--- src/rtl/nmea_frame_parser_if.sv ---
// Character input and frame/payload output bundle for the NMEA sentence parser.
interface nmea_frame_parser_if #(
    parameter int unsigned ADDR_W = 7
);
    logic              i_valid;
    logic [7:0]        i_char;
    logic              o_wr_en;
    logic [ADDR_W-1:0] o_wr_addr;
    logic [7:0]        o_wr_data;
    logic              o_busy;
    logic              o_done;
    logic              o_ok;
    logic [2:0]        o_err;
    logic [ADDR_W-1:0] o_len;
    logic [15:0]       o_talker;
    logic [23:0]       o_sentence;

    modport master (
        output i_valid, i_char,
        input  o_wr_en, o_wr_addr, o_wr_data, o_busy, o_done, o_ok, o_err,
               o_len, o_talker, o_sentence
    );

    modport slave (
        input  i_valid, i_char,
        output o_wr_en, o_wr_addr, o_wr_data, o_busy, o_done, o_ok, o_err,
               o_len, o_talker, o_sentence
    );
endinterface

--- src/rtl/nmea_frame_parser.sv ---
// NMEA-0183 sentence parser: splits talker/sentence IDs, streams payload bytes,
// verifies XOR checksum and CR/LF terminator, and reports a per-frame status.
module nmea_frame_parser #(
    parameter int unsigned MAX_LEN      = 80,
    parameter int unsigned ADDR_W       = 7,
    parameter int unsigned REQUIRE_CRLF = 1,
    parameter int unsigned CKSUM_OPT    = 0,
    parameter int unsigned ACCEPT_LOWER = 0
) (
    input  logic                i_clk,
    input  logic                i_rst,
    nmea_frame_parser_if.slave  bus
);
    localparam logic [7:0] C_DOLLAR = 8'h24;
    localparam logic [7:0] C_STAR   = 8'h2A;
    localparam logic [7:0] C_CR     = 8'h0D;
    localparam logic [7:0] C_LF     = 8'h0A;

    typedef enum logic [2:0] {S_IDLE, S_TI, S_SI, S_DATA, S_CK, S_CR, S_LF} state_t;

    state_t            state_q, state_d;
    logic [7:0]        xor_q, xor_d;
    logic [7:0]        ck_q, ck_d;
    logic [ADDR_W-1:0] cnt_q, cnt_d;
    logic [1:0]        idx_q, idx_d;
    logic              nock_q, nock_d;
    logic [15:0]       tk_q, tk_d;
    logic [23:0]       se_q, se_d;

    logic              wr_en_q, wr_en_d;
    logic [ADDR_W-1:0] wr_addr_q, wr_addr_d;
    logic [7:0]        wr_data_q, wr_data_d;
    logic              busy_q, busy_d;
    logic              done_q, done_d;
    logic              ok_q, ok_d;
    logic [2:0]        err_q, err_d;
    logic [ADDR_W-1:0] len_q, len_d;
    logic [15:0]       talker_q, talker_d;
    logic [23:0]       sentence_q, sentence_d;

    logic              fin;
    logic [2:0]        fin_err;
    logic [4:0]        hex;

    // Returns {valid, nibble} for a checksum digit.
    function automatic logic [4:0] hex_dec(input logic [7:0] c);
        logic [7:0] t;
        t = 8'h00;
        if (c >= 8'h30 && c <= 8'h39) begin
            t = c - 8'h30;
            return {1'b1, t[3:0]};
        end
        if (c >= 8'h41 && c <= 8'h46) begin
            t = c - 8'h37;
            return {1'b1, t[3:0]};
        end
        if (ACCEPT_LOWER != 0 && c >= 8'h61 && c <= 8'h66) begin
            t = c - 8'h57;
            return {1'b1, t[3:0]};
        end
        return 5'd0;
    endfunction

    always_comb begin
        state_d    = state_q;
        xor_d      = xor_q;
        ck_d       = ck_q;
        cnt_d      = cnt_q;
        idx_d      = idx_q;
        nock_d     = nock_q;
        tk_d       = tk_q;
        se_d       = se_q;
        wr_en_d    = 1'b0;
        wr_addr_d  = wr_addr_q;
        wr_data_d  = wr_data_q;
        done_d     = 1'b0;
        ok_d       = ok_q;
        err_d      = err_q;
        len_d      = len_q;
        talker_d   = talker_q;
        sentence_d = sentence_q;
        fin        = 1'b0;
        fin_err    = 3'd0;
        hex        = hex_dec(bus.i_char);

        if (bus.i_valid) begin
            if (bus.i_char == C_DOLLAR) begin
                // '$' always opens a new frame; an open one is aborted as a restart
                if (state_q != S_IDLE) begin
                    fin     = 1'b1;
                    fin_err = 3'd5;
                end
                state_d = S_TI;
                xor_d   = 8'h00;
                ck_d    = 8'h00;
                cnt_d   = '0;
                idx_d   = 2'd0;
                nock_d  = 1'b0;
                tk_d    = 16'h0000;
                se_d    = 24'h000000;
            end else begin
                unique case (state_q)
                    S_IDLE: ;
                    S_TI, S_SI: begin
                        if (bus.i_char == C_STAR || bus.i_char == C_CR || bus.i_char == C_LF) begin
                            fin     = 1'b1;
                            fin_err = 3'd4;
                            state_d = S_IDLE;
                        end else begin
                            xor_d = xor_q ^ bus.i_char;
                            idx_d = idx_q + 2'd1;
                            if (state_q == S_TI) begin
                                if (idx_q == 2'd0) tk_d[15:8] = bus.i_char;
                                else               tk_d[7:0]  = bus.i_char;
                                if (idx_q == 2'd1) begin
                                    state_d = S_SI;
                                    idx_d   = 2'd0;
                                end
                            end else begin
                                if (idx_q == 2'd0)      se_d[23:16] = bus.i_char;
                                else if (idx_q == 2'd1) se_d[15:8]  = bus.i_char;
                                else                    se_d[7:0]   = bus.i_char;
                                if (idx_q == 2'd2) begin
                                    state_d = S_DATA;
                                    idx_d   = 2'd0;
                                end
                            end
                        end
                    end
                    S_DATA: begin
                        if (bus.i_char == C_STAR) begin
                            state_d = S_CK;
                            idx_d   = 2'd0;
                        end else if (bus.i_char == C_CR) begin
                            if (CKSUM_OPT != 0) begin
                                state_d = S_LF;
                                nock_d  = 1'b1;
                            end else begin
                                fin     = 1'b1;
                                fin_err = 3'd6;
                                state_d = S_IDLE;
                            end
                        end else if (cnt_q == ADDR_W'(MAX_LEN)) begin
                            fin     = 1'b1;
                            fin_err = 3'd3;
                            state_d = S_IDLE;
                        end else begin
                            wr_en_d   = 1'b1;
                            wr_addr_d = cnt_q;
                            wr_data_d = bus.i_char;
                            cnt_d     = cnt_q + ADDR_W'(1);
                            xor_d     = xor_q ^ bus.i_char;
                        end
                    end
                    S_CK: begin
                        if (!hex[4]) begin
                            fin     = 1'b1;
                            fin_err = 3'd2;
                            state_d = S_IDLE;
                        end else if (idx_q == 2'd0) begin
                            ck_d[7:4] = hex[3:0];
                            idx_d     = 2'd1;
                        end else begin
                            ck_d[3:0] = hex[3:0];
                            if (REQUIRE_CRLF != 0) begin
                                state_d = S_CR;
                            end else begin
                                fin     = 1'b1;
                                fin_err = ({ck_q[7:4], hex[3:0]} != xor_q) ? 3'd1 : 3'd0;
                                state_d = S_IDLE;
                            end
                        end
                    end
                    S_CR: begin
                        if (bus.i_char == C_CR) begin
                            state_d = S_LF;
                        end else begin
                            fin     = 1'b1;
                            fin_err = 3'd4;
                            state_d = S_IDLE;
                        end
                    end
                    S_LF: begin
                        fin     = 1'b1;
                        state_d = S_IDLE;
                        if (bus.i_char != C_LF)  fin_err = 3'd4;
                        else if (!nock_q && ck_q != xor_q) fin_err = 3'd1;
                    end
                    default: state_d = S_IDLE;
                endcase
            end
        end

        // Frame status is published only when a frame ends or aborts
        if (fin) begin
            done_d     = 1'b1;
            err_d      = fin_err;
            ok_d       = (fin_err == 3'd0);
            len_d      = cnt_q;
            talker_d   = tk_q;
            sentence_d = se_q;
        end
        busy_d = (state_d != S_IDLE);
    end

    always_ff @(posedge i_clk or negedge i_rst) begin
        if (!i_rst) begin
            state_q    <= S_IDLE;
            xor_q      <= 8'h00;
            ck_q       <= 8'h00;
            cnt_q      <= '0;
            idx_q      <= 2'd0;
            nock_q     <= 1'b0;
            tk_q       <= 16'h0000;
            se_q       <= 24'h000000;
            wr_en_q    <= 1'b0;
            wr_addr_q  <= '0;
            wr_data_q  <= 8'h00;
            busy_q     <= 1'b0;
            done_q     <= 1'b0;
            ok_q       <= 1'b0;
            err_q      <= 3'd0;
            len_q      <= '0;
            talker_q   <= 16'h0000;
            sentence_q <= 24'h000000;
        end else begin
            state_q    <= state_d;
            xor_q      <= xor_d;
            ck_q       <= ck_d;
            cnt_q      <= cnt_d;
            idx_q      <= idx_d;
            nock_q     <= nock_d;
            tk_q       <= tk_d;
            se_q       <= se_d;
            wr_en_q    <= wr_en_d;
            wr_addr_q  <= wr_addr_d;
            wr_data_q  <= wr_data_d;
            busy_q     <= busy_d;
            done_q     <= done_d;
            ok_q       <= ok_d;
            err_q      <= err_d;
            len_q      <= len_d;
            talker_q   <= talker_d;
            sentence_q <= sentence_d;
        end
    end

    assign bus.o_wr_en    = wr_en_q;
    assign bus.o_wr_addr  = wr_addr_q;
    assign bus.o_wr_data  = wr_data_q;
    assign bus.o_busy     = busy_q;
    assign bus.o_done     = done_q;
    assign bus.o_ok       = ok_q;
    assign bus.o_err      = err_q;
    assign bus.o_len      = len_q;
    assign bus.o_talker   = talker_q;
    assign bus.o_sentence = sentence_q;
endmodule
--- src/flat_wrapper.sv ---
// flat-port wrapper written by rule: the top's interface ports become plain ports
module nmea_frame_parser_flat 
#(
    parameter int unsigned MAX_LEN      = 80,
    parameter int unsigned ADDR_W       = 7,
    parameter int unsigned REQUIRE_CRLF = 1,
    parameter int unsigned CKSUM_OPT    = 0,
    parameter int unsigned ACCEPT_LOWER = 0
)
  (i_clk, i_rst, bus_i_valid, bus_i_char, bus_o_wr_en, bus_o_wr_addr, bus_o_wr_data, bus_o_busy, bus_o_done, bus_o_ok, bus_o_err, bus_o_len, bus_o_talker, bus_o_sentence);
  nmea_frame_parser_if #(.ADDR_W(ADDR_W)) bus_i ();
  input  logic i_clk;
  input  logic i_rst;
  input wire logic [$bits(bus_i.i_valid)-1:0] bus_i_valid;
  input wire logic [$bits(bus_i.i_char)-1:0] bus_i_char;
  output wire logic [$bits(bus_i.o_wr_en)-1:0] bus_o_wr_en;
  output wire logic [$bits(bus_i.o_wr_addr)-1:0] bus_o_wr_addr;
  output wire logic [$bits(bus_i.o_wr_data)-1:0] bus_o_wr_data;
  output wire logic [$bits(bus_i.o_busy)-1:0] bus_o_busy;
  output wire logic [$bits(bus_i.o_done)-1:0] bus_o_done;
  output wire logic [$bits(bus_i.o_ok)-1:0] bus_o_ok;
  output wire logic [$bits(bus_i.o_err)-1:0] bus_o_err;
  output wire logic [$bits(bus_i.o_len)-1:0] bus_o_len;
  output wire logic [$bits(bus_i.o_talker)-1:0] bus_o_talker;
  output wire logic [$bits(bus_i.o_sentence)-1:0] bus_o_sentence;
  assign bus_i.i_valid = bus_i_valid;
  assign bus_i.i_char = bus_i_char;
  assign bus_o_wr_en = bus_i.o_wr_en;
  assign bus_o_wr_addr = bus_i.o_wr_addr;
  assign bus_o_wr_data = bus_i.o_wr_data;
  assign bus_o_busy = bus_i.o_busy;
  assign bus_o_done = bus_i.o_done;
  assign bus_o_ok = bus_i.o_ok;
  assign bus_o_err = bus_i.o_err;
  assign bus_o_len = bus_i.o_len;
  assign bus_o_talker = bus_i.o_talker;
  assign bus_o_sentence = bus_i.o_sentence;
  nmea_frame_parser #(.MAX_LEN(MAX_LEN), .ADDR_W(ADDR_W), .REQUIRE_CRLF(REQUIRE_CRLF), .CKSUM_OPT(CKSUM_OPT), .ACCEPT_LOWER(ACCEPT_LOWER)) u_core (.i_clk(i_clk), .i_rst(i_rst), .bus(bus_i));
endmodule
--- config.mk ---
export PLATFORM = sky130hd
export DESIGN_NAME = nmea_frame_parser_flat
export DESIGN_NICKNAME = d
export VERILOG_FILES = /design/src/rtl/nmea_frame_parser_if.sv /design/src/rtl/nmea_frame_parser.sv /design/src/flat_wrapper.sv
export SDC_FILE = /design/constraint.sdc
export NUM_CORES = 1
export LEC_CHECK = 0
export CAP_MARGIN = 20
export CORE_AREA = 2 2 88 132
export DETAILED_ROUTE_END_ITERATION = 7
export DIE_AREA = 0 0 90 134
export GPL_TIMING_DRIVEN = 0
export PLACE_DENSITY = 0.81
export SLEW_MARGIN = 20
export SYNTH_ARGS = -nofsm -noshare
export SYNTH_HDL_FRONTEND = slang
export SYNTH_SLANG_ARGS = --single-unit
export TNS_END_PERCENT = 10
--- constraint.sdc ---
create_clock -name i_clk -period 6.4 [get_ports i_clk]
set_input_delay 1.92 -clock i_clk [delete_from_list [all_inputs] [get_ports i_clk]]
set_output_delay 1.92 -clock i_clk [all_outputs]
set_load 0.01 [all_outputs]
==> results.ini, run 1 <==
[status]
status=completed

[synthesis]
yosysSeqAreaShare=0.537
syn_area_um2=6390
synth_nets=508
synth.avg_cell_area_um2=13.0
synth-seq-cells=137
synth_top_area_frac=0.537
ys.flop_type=dfrtp_1
synthTopCellsByArea=dfrtp_1 (54%), mux2_4 (11%), mux2_2 (8.8%), buf_12 (1.6%), xor2_1 (1.5%)
ys_types=62
synth_async_sr_flop_share=1.00
synth_largest_area_cell=dfrtp_1
synth_edf_count=0
synth_cells=490
synth_warnings=0

[worst_setup_path]
path_max_fanout=10
r2r_setup_slack_ps=3990
worstPathRequired_ps=6700
cp-start-kind=input pin
crit_buf_inv=4
crit_path_end_kind=flop
cp.arrival_ps=4890
cp_slowest_cell=clkbuf_1
crit_family=buffers and inverters
path_cells=clkdlybuf4s50_1, clkbuf_1, nor3b_1, nand4_1, and2_1, o21ai_0, a31o_1, buf_6, buf_12, mux2_4
worst_path_largest_cell_delay_ps=580
critPathKind=in2reg

[timing]
rsz0062_at_grt=false
hold_viol=0
setup_viol=0
fin_crit_sh=0.718
finalClockSkew_ps=8.29
fmax_mhz=218
drv_slew=0
max_slew_margin=0.473
period_minus_slack_ps=4600
worstMarginPinSlew_ps=788

[power]
peakVddDrop_v=0.000208
power_switching_mw=1.02
switching_share=0.305
p_leak_nw=3.67
internal_power_mw=2.33
total_power_mw=3.34
p_seq_frac=0.405
comb_power_share=0.313
p_per_area_nw_per_um2=420
p_clk_frac=0.281

[layout]
num_antenna_cells=0
drive_above_1_share=0.253
layout.nets=606
final_core_util=0.728
area_delta_synth_final_pct=24.6

[global_routing]
gr-total-overflow=0
grt.total_usage=0.256
grt_pass1_wl_um=24100
grt_pass1_vias=4571
antenna_found_initial=0
grt_max_degree=72

[routing]
first_pass_iters=4
postRouteAntennaNets=0
wirelength_um=14600
vias_per_cell=5.70
drcViolationCount=0
wire_per_inst_um=19.5
vias=4261
drtIter0Drc=219

[clocking]
clock_latency_ps=420
cts_setup_buffers=0
clockBufferDepth=2
cts_hold_buf=0
root_buffer=clkbuf_16
clock-sinks=137
cts_made_buffers=17
clkSlewWorstSetupHoldPaths_ps=60
htreeDepth=4
cts_tree=built
ctsResizeCount=0

[placed_design]
gp_congestion=0.943
portBuffers=78
hpwl_um=10100

[flow_run]
max-cap-violations=0

[floorplanning]
io_pins=80
core_area_um2=10900
initial_core_util=0.584
fp-row-count=47
fp.dieW_um=90
dieHeight_um=134
die_area_um2=12100

[hold_path]
hp-class=reg2reg

## cell usage in the layout, fill, tap and decap left out, types with 3 or more instances in the layout
cell	count
a21oi_1	12
a22o_1	4
and2_1	6
buf_12	5
buf_2	5
clkbuf_1	16
clkbuf_16	17
clkdlybuf4s50_1	77
clkinv_4	3
clkinvlp_4	4
dfrtp_1	137
ha_1	7
inv_1	9
inv_6	3
mux2_1	7
mux2_2	50
mux2_4	47
mux2i_1	3
nand2_1	24
nand2b_1	4
nand3_1	13
nand3b_1	5
nand4_1	7
nor2_1	24
nor2b_1	4
nor3_1	9
o21ai_0	17
o21ai_1	3
o21ai_2	5
or3_1	4
xnor2_1	9
xor2_1	11
## through the flow
step                      setup slack [ps]  cell area, um^2  TNS, ps  cells  hold WS (ps)
final                                 1800             7960        0    748           480
after global routing                  1560             7960        0    748           516
after CTS                             1890             7960        0    748           485
after detailed placement              1470             7390        0    716           474
after global placement               -1650             7350  -223680    715           464
after floorplan                       2380             6390        0    490           452
## power groups by stage
| stage | Clock (mW) | Sequential (mW) | Combinational, mW |
|---|---|---|---|
| final | 0.941 | 1.36 | 1.05 |
| after floorplan | 0 | 1.38 | 0.583 |
| after global placement | 0 | 1.35 | 1.01 |
| after CTS | 0.948 | 1.36 | 1.06 |
| after detailed placement | 0 | 1.37 | 1.05 |
| after global routing | 0.991 | 1.39 | 1.14 |
## layer usage
metal / up-vias / part of all wire / global-route usage
met1: 2144 / 0.41 / 0.316
met3: 37 / 0.040 / 0.0506
li1: 1945 / - / -
met4: 0 / 0.030 / 0.116
met2: 135 / 0.52 / 0.438
met5: - / 0 / 0
## cell type report
cell class | instances | area, um^2
plain buffers | 27 | 196
clock buffers | 20 | 457
clock inverters | 12 | 118
fillers | 761 | 2980
inverters | 10 | 37.5
multi-input cells | 316 | 2730
flip-flops and latches | 137 | 3430
well taps | 147 | 184
repair buffers | 79 | 813
## registers in the layout, indices dropped and copies added (netlist names), 7 cells and up
signal and flops:
u_core.se_q 24, u_core.bus.o_wr_addr 7, u_core.tk_q 16, u_core.xor_q 8, u_core.bus.o_wr_data 8, u_core.bus.o_talker 16
u_core.bus.o_sentence 24, u_core.ck_q 8, u_core.cnt_q 7, u_core.bus.o_len 7
## path summary, 6_finish.rpt
kind | startpoint | end | cells past startpoint
min | u_core.tk_q[15] | u_core.bus.o_talker[15] | 1
max | bus_i_char[6] | u_core.bus.o_sentence[0] | 10
max in group asynchronous | i_rst | u_core.bus.o_ok | 2
max reg2reg | u_core.state_q[1] | u_core.bus.o_wr_data[4] | 7
min reg2reg | u_core.tk_q[15] | u_core.bus.o_talker[15] | 1
min in group asynchronous | i_rst | u_core.bus.o_wr_data[4] | 1
## synthesized netlist by cell type, types with 3 or more instances
cell	n
dfrtp_1	137
mux2_2	50
mux2_4	47
nand2_1	24
nor2_1	24
o21ai_0	17
clkbuf_1	15
nand3_1	13
a21oi_1	12
xor2_1	11
inv_1	9
nor3_1	9
xnor2_1	9
ha_1	7
mux2_1	7
nand4_1	7
and2_1	6
buf_12	5
buf_2	5
nand3b_1	5
o21ai_2	5
a22o_1	4
nand2b_1	4
nor2b_1	4
or3_1	4
mux2i_1	3
o21ai_1	3
## cells by family (layout without fill, tap and decap cells)
kind of cell,Yosys count,in the layout,synth area share
and+or+nand+nor,118,118,0.0997
AOI/OAI and AO/OA,64,64,0.0703
muxes,107,107,0.216
xor gates and xnor gates,20,20,0.0274
buffers and inverters,37,148,0.0366
adders and majority gates,7,7,0.0137
DFF,137,137,0.537
Power figures use the tool's default switching activity.
==> inputs of run 2 (changes only) <==
--- a/config.mk
+++ b/config.mk
@@ -6,11 +6,11 @@
 export NUM_CORES = 1
 export LEC_CHECK = 0
 export CAP_MARGIN = 20
-export CORE_AREA = 2 2 88 132
+export CORE_AREA = 2 2 96 144
 export DETAILED_ROUTE_END_ITERATION = 7
-export DIE_AREA = 0 0 90 134
+export DIE_AREA = 0 0 98 146
 export GPL_TIMING_DRIVEN = 0
-export PLACE_DENSITY = 0.81
+export PLACE_DENSITY = 0.72
 export SLEW_MARGIN = 20
 export SYNTH_ARGS = -nofsm -noshare
 export SYNTH_HDL_FRONTEND = slang
==> constraint.sdc (replaced) <==
create_clock -name i_clk -period 3.76 [get_ports i_clk]
set_input_delay 1.128 -clock i_clk [delete_from_list [all_inputs] [get_ports i_clk]]
set_output_delay 1.128 -clock i_clk [all_outputs]
set_load 0.01 [all_outputs]
==> run 2 against run 1 <==
Net effect:
- sequential power is 69% higher
- via count is 1.9% lower
- clock skew is 2.1 ps higher
- global-route usage is 4.6 points lower
- die area is 19% higher
==> results.ini, run 2 (synthesis results as in run 1) <==
[routing]
vias_per_cell=5.50  ; -3.4%
wirelength_um=14600  ; about the same
postRouteAntennaNets=0  ; unchanged
wire_per_inst_um=19.1  ; -1.7%
first_pass_iters=4  ; unchanged
vias=4182  ; -1.9%
drcViolationCount=0  ; unchanged
drtIter0Drc=160  ; -27%

[timing]
setup_viol=0  ; unchanged
rsz0062_at_grt=false
hold_viol=0  ; unchanged
fin_crit_sh=0.983
max_slew_margin=0.416  ; -0.0571
layout_setup_ws_ps=64.8  ; -1740 ps
finalClockSkew_ps=10.4  ; +2.15 ps
drv_slew=0  ; unchanged
worstMarginPinSlew_ps=873  ; +85.4 ps
fmax_mhz=271
setup_tns_ps=0  ; unchanged
period_minus_slack_ps=3700

[status]
status=completed

[placed_design]
dp.cells=728  ; +1.7%
gp_congestion=0.895  ; -5.1%
portBuffers=78  ; unchanged
place_ws_ps=-535  ; -2010 ps
place_area_um2=7400  ; +0.20%
hpwl_um=10400  ; +3.8%

[global_routing]
grt.total_usage=0.210  ; -0.0460
gr-total-overflow=0  ; unchanged
grt_max_degree=78  ; +8.3%
antenna_found_initial=0  ; unchanged
grt_pass1_wl_um=23700  ; -1.6%
grt_pass1_vias=4435  ; -3.0%

[hold_path]
hold-path-cell-count=1  ; unchanged
hp-class=reg2reg
min-delay-start=u_core.tk_q[0]

[worst_setup_path]
cp.arrival_ps=3990  ; -900 ps
path_cells=clkdlybuf4s50_1, clkbuf_2, nor3b_1, nand4_1, and2_2, o21ai_0, a31o_1, buf_6, buf_12, mux2_4
cp_slowest_cell=clkdlybuf4s50_1
critPathKind=in2reg
worstPathRequired_ps=4060  ; -2640 ps
reg2reg_from=u_core.state_q[2]
crit_start=bus_i_char[6]
cp-start-kind=input pin
path_max_fanout=10  ; unchanged
ff2ff_path_depth=6  ; -1
worst_path_largest_cell_delay_ps=500  ; -80 ps
crit_path_end_kind=flop

[layout]
drive_above_1_share=0.263  ; +0.00998
fin_area_um2=8000  ; +0.46%
final_core_util=0.617  ; -0.110
area_delta_synth_final_pct=25.2
final_common_cell=dfrtp_1
num_antenna_cells=0  ; unchanged
final_cell_mix=dfrtp_1 (137), clkdlybuf4s50_1 (76), mux2_2 (50)
layout.cells.non_filler=760  ; +1.6%
layout.nets=606  ; unchanged

[clocking]
clock-sinks=137  ; unchanged
cts_tree=built
clkSlewWorstSetupHoldPaths_ps=60  ; about the same
htreeDepth=4  ; unchanged
cts_made_buffers=17  ; unchanged
clockBufferDepth=2  ; unchanged
cts_setup_buffers=0  ; unchanged
cts_hold_buf=0  ; unchanged
clock_latency_ps=410  ; about the same
root_buffer=clkbuf_16

[floorplanning]
io_pins=80  ; unchanged
initial_core_util=0.493  ; -0.0909
fp-row-count=51  ; +8.5%
dieHeight_um=146  ; +9.0%
die_area_um2=14300  ; +19%
fp.dieW_um=98  ; +8.9%
core_area_um2=13000  ; +18%

[power]
peakVddDrop_v=0.000500  ; +140%
p_leak_nw=3.69  ; +0.68%
p_per_area_nw_per_um2=715  ; +70%

[flow_run]
max-cap-violations=0  ; unchanged

==> run 2: cell types whose count changed in the layout (fill, tap and decap cells not counted), sizes merged <==
cell,before,now
dlymetal6s2s,0,1
clkdlybuf4s50,77,76
clkinv,4,6
clkbuf,35,33
bufinv,1,2
clkinvlp,4,3
==> run 2: worst paths after layout <==
check,endpoint,slack [ps]
worst max-delay path,u_core.bus.o_talker[5],60
worst min-delay path,u_core.bus.o_talker[0],480
worst max register to register,u_core.bus.o_wr_addr[4],1370
worst min register to register,u_core.bus.o_talker[0],480
max in group asynchronous,u_core.se_q[16],2400
min in group asynchronous,u_core.bus.o_wr_data[4],630
==> run 2: layout make-up <==
type	count	area, um^2
buffer	27	198
clock buffer	18	439
clock inverter	14	146
fill	1021	4960
inverter	10	37.5
multi-input combinational	316	2730
sequential	137	3430
tap	159	199
timing repair buffer	79	816
==> run 2: power by group <==
| group | total (mW) | switching [mW] | internal (mW) |
|---|---|---|---|
| clock network | 1.64 | 0.646 | 0.996 |
| registers | 2.30 | 0.306 | 1.99 |
| logic | 1.78 | 0.762 | 1.02 |
==> run 2: timing repair <==
action,CTS,global route
resized for setup,3,3
setup endpoints to repair,49,50
pin swaps,0,1
hold endpoints to repair,0,0
==> run 2: critical path: cells and delay by family <==
family | cells | cell delay, ps
multiplexers | 1 | 310
AND/OR/NAND/NOR | 3 | 990
buffers and inverters | 4 | 1190
AO/OA/AOI/OAI | 2 | 380
==> run 2: per-layer routing <==
layer / routed length (um) / vias up / global-route usage
met3: 411 / 20 / 0.0351
met4: 329 / 0 / 0.0771
met5: 0 / - / 0
li1: - / 1950 / -
met1: 5850 / 2115 / 0.251
met2: 7960 / 97 / 0.377
==> run 2: through the flow <==
stage / hold slack (ps) / power [mW]
finish: 482 / 5.72
global placement: 465 / 4.04
detailed placement: 470 / 4.11
global route: 500 / 6.03
CTS: 481 / 5.76
floorplan: 452 / 3.34
==> inputs of run 3 (changes only) <==
--- a/config.mk
+++ b/config.mk
@@ -7,6 +7,7 @@
 export LEC_CHECK = 0
 export CAP_MARGIN = 20
 export CORE_AREA = 2 2 96 144
+export CTS_CLUSTER_SIZE = 16
 export DETAILED_ROUTE_END_ITERATION = 7
 export DIE_AREA = 0 0 98 146
 export GPL_TIMING_DRIVEN = 0
==> results of run 3 <==
No change in the layout: final DEF, timing and power equal those of run 2.
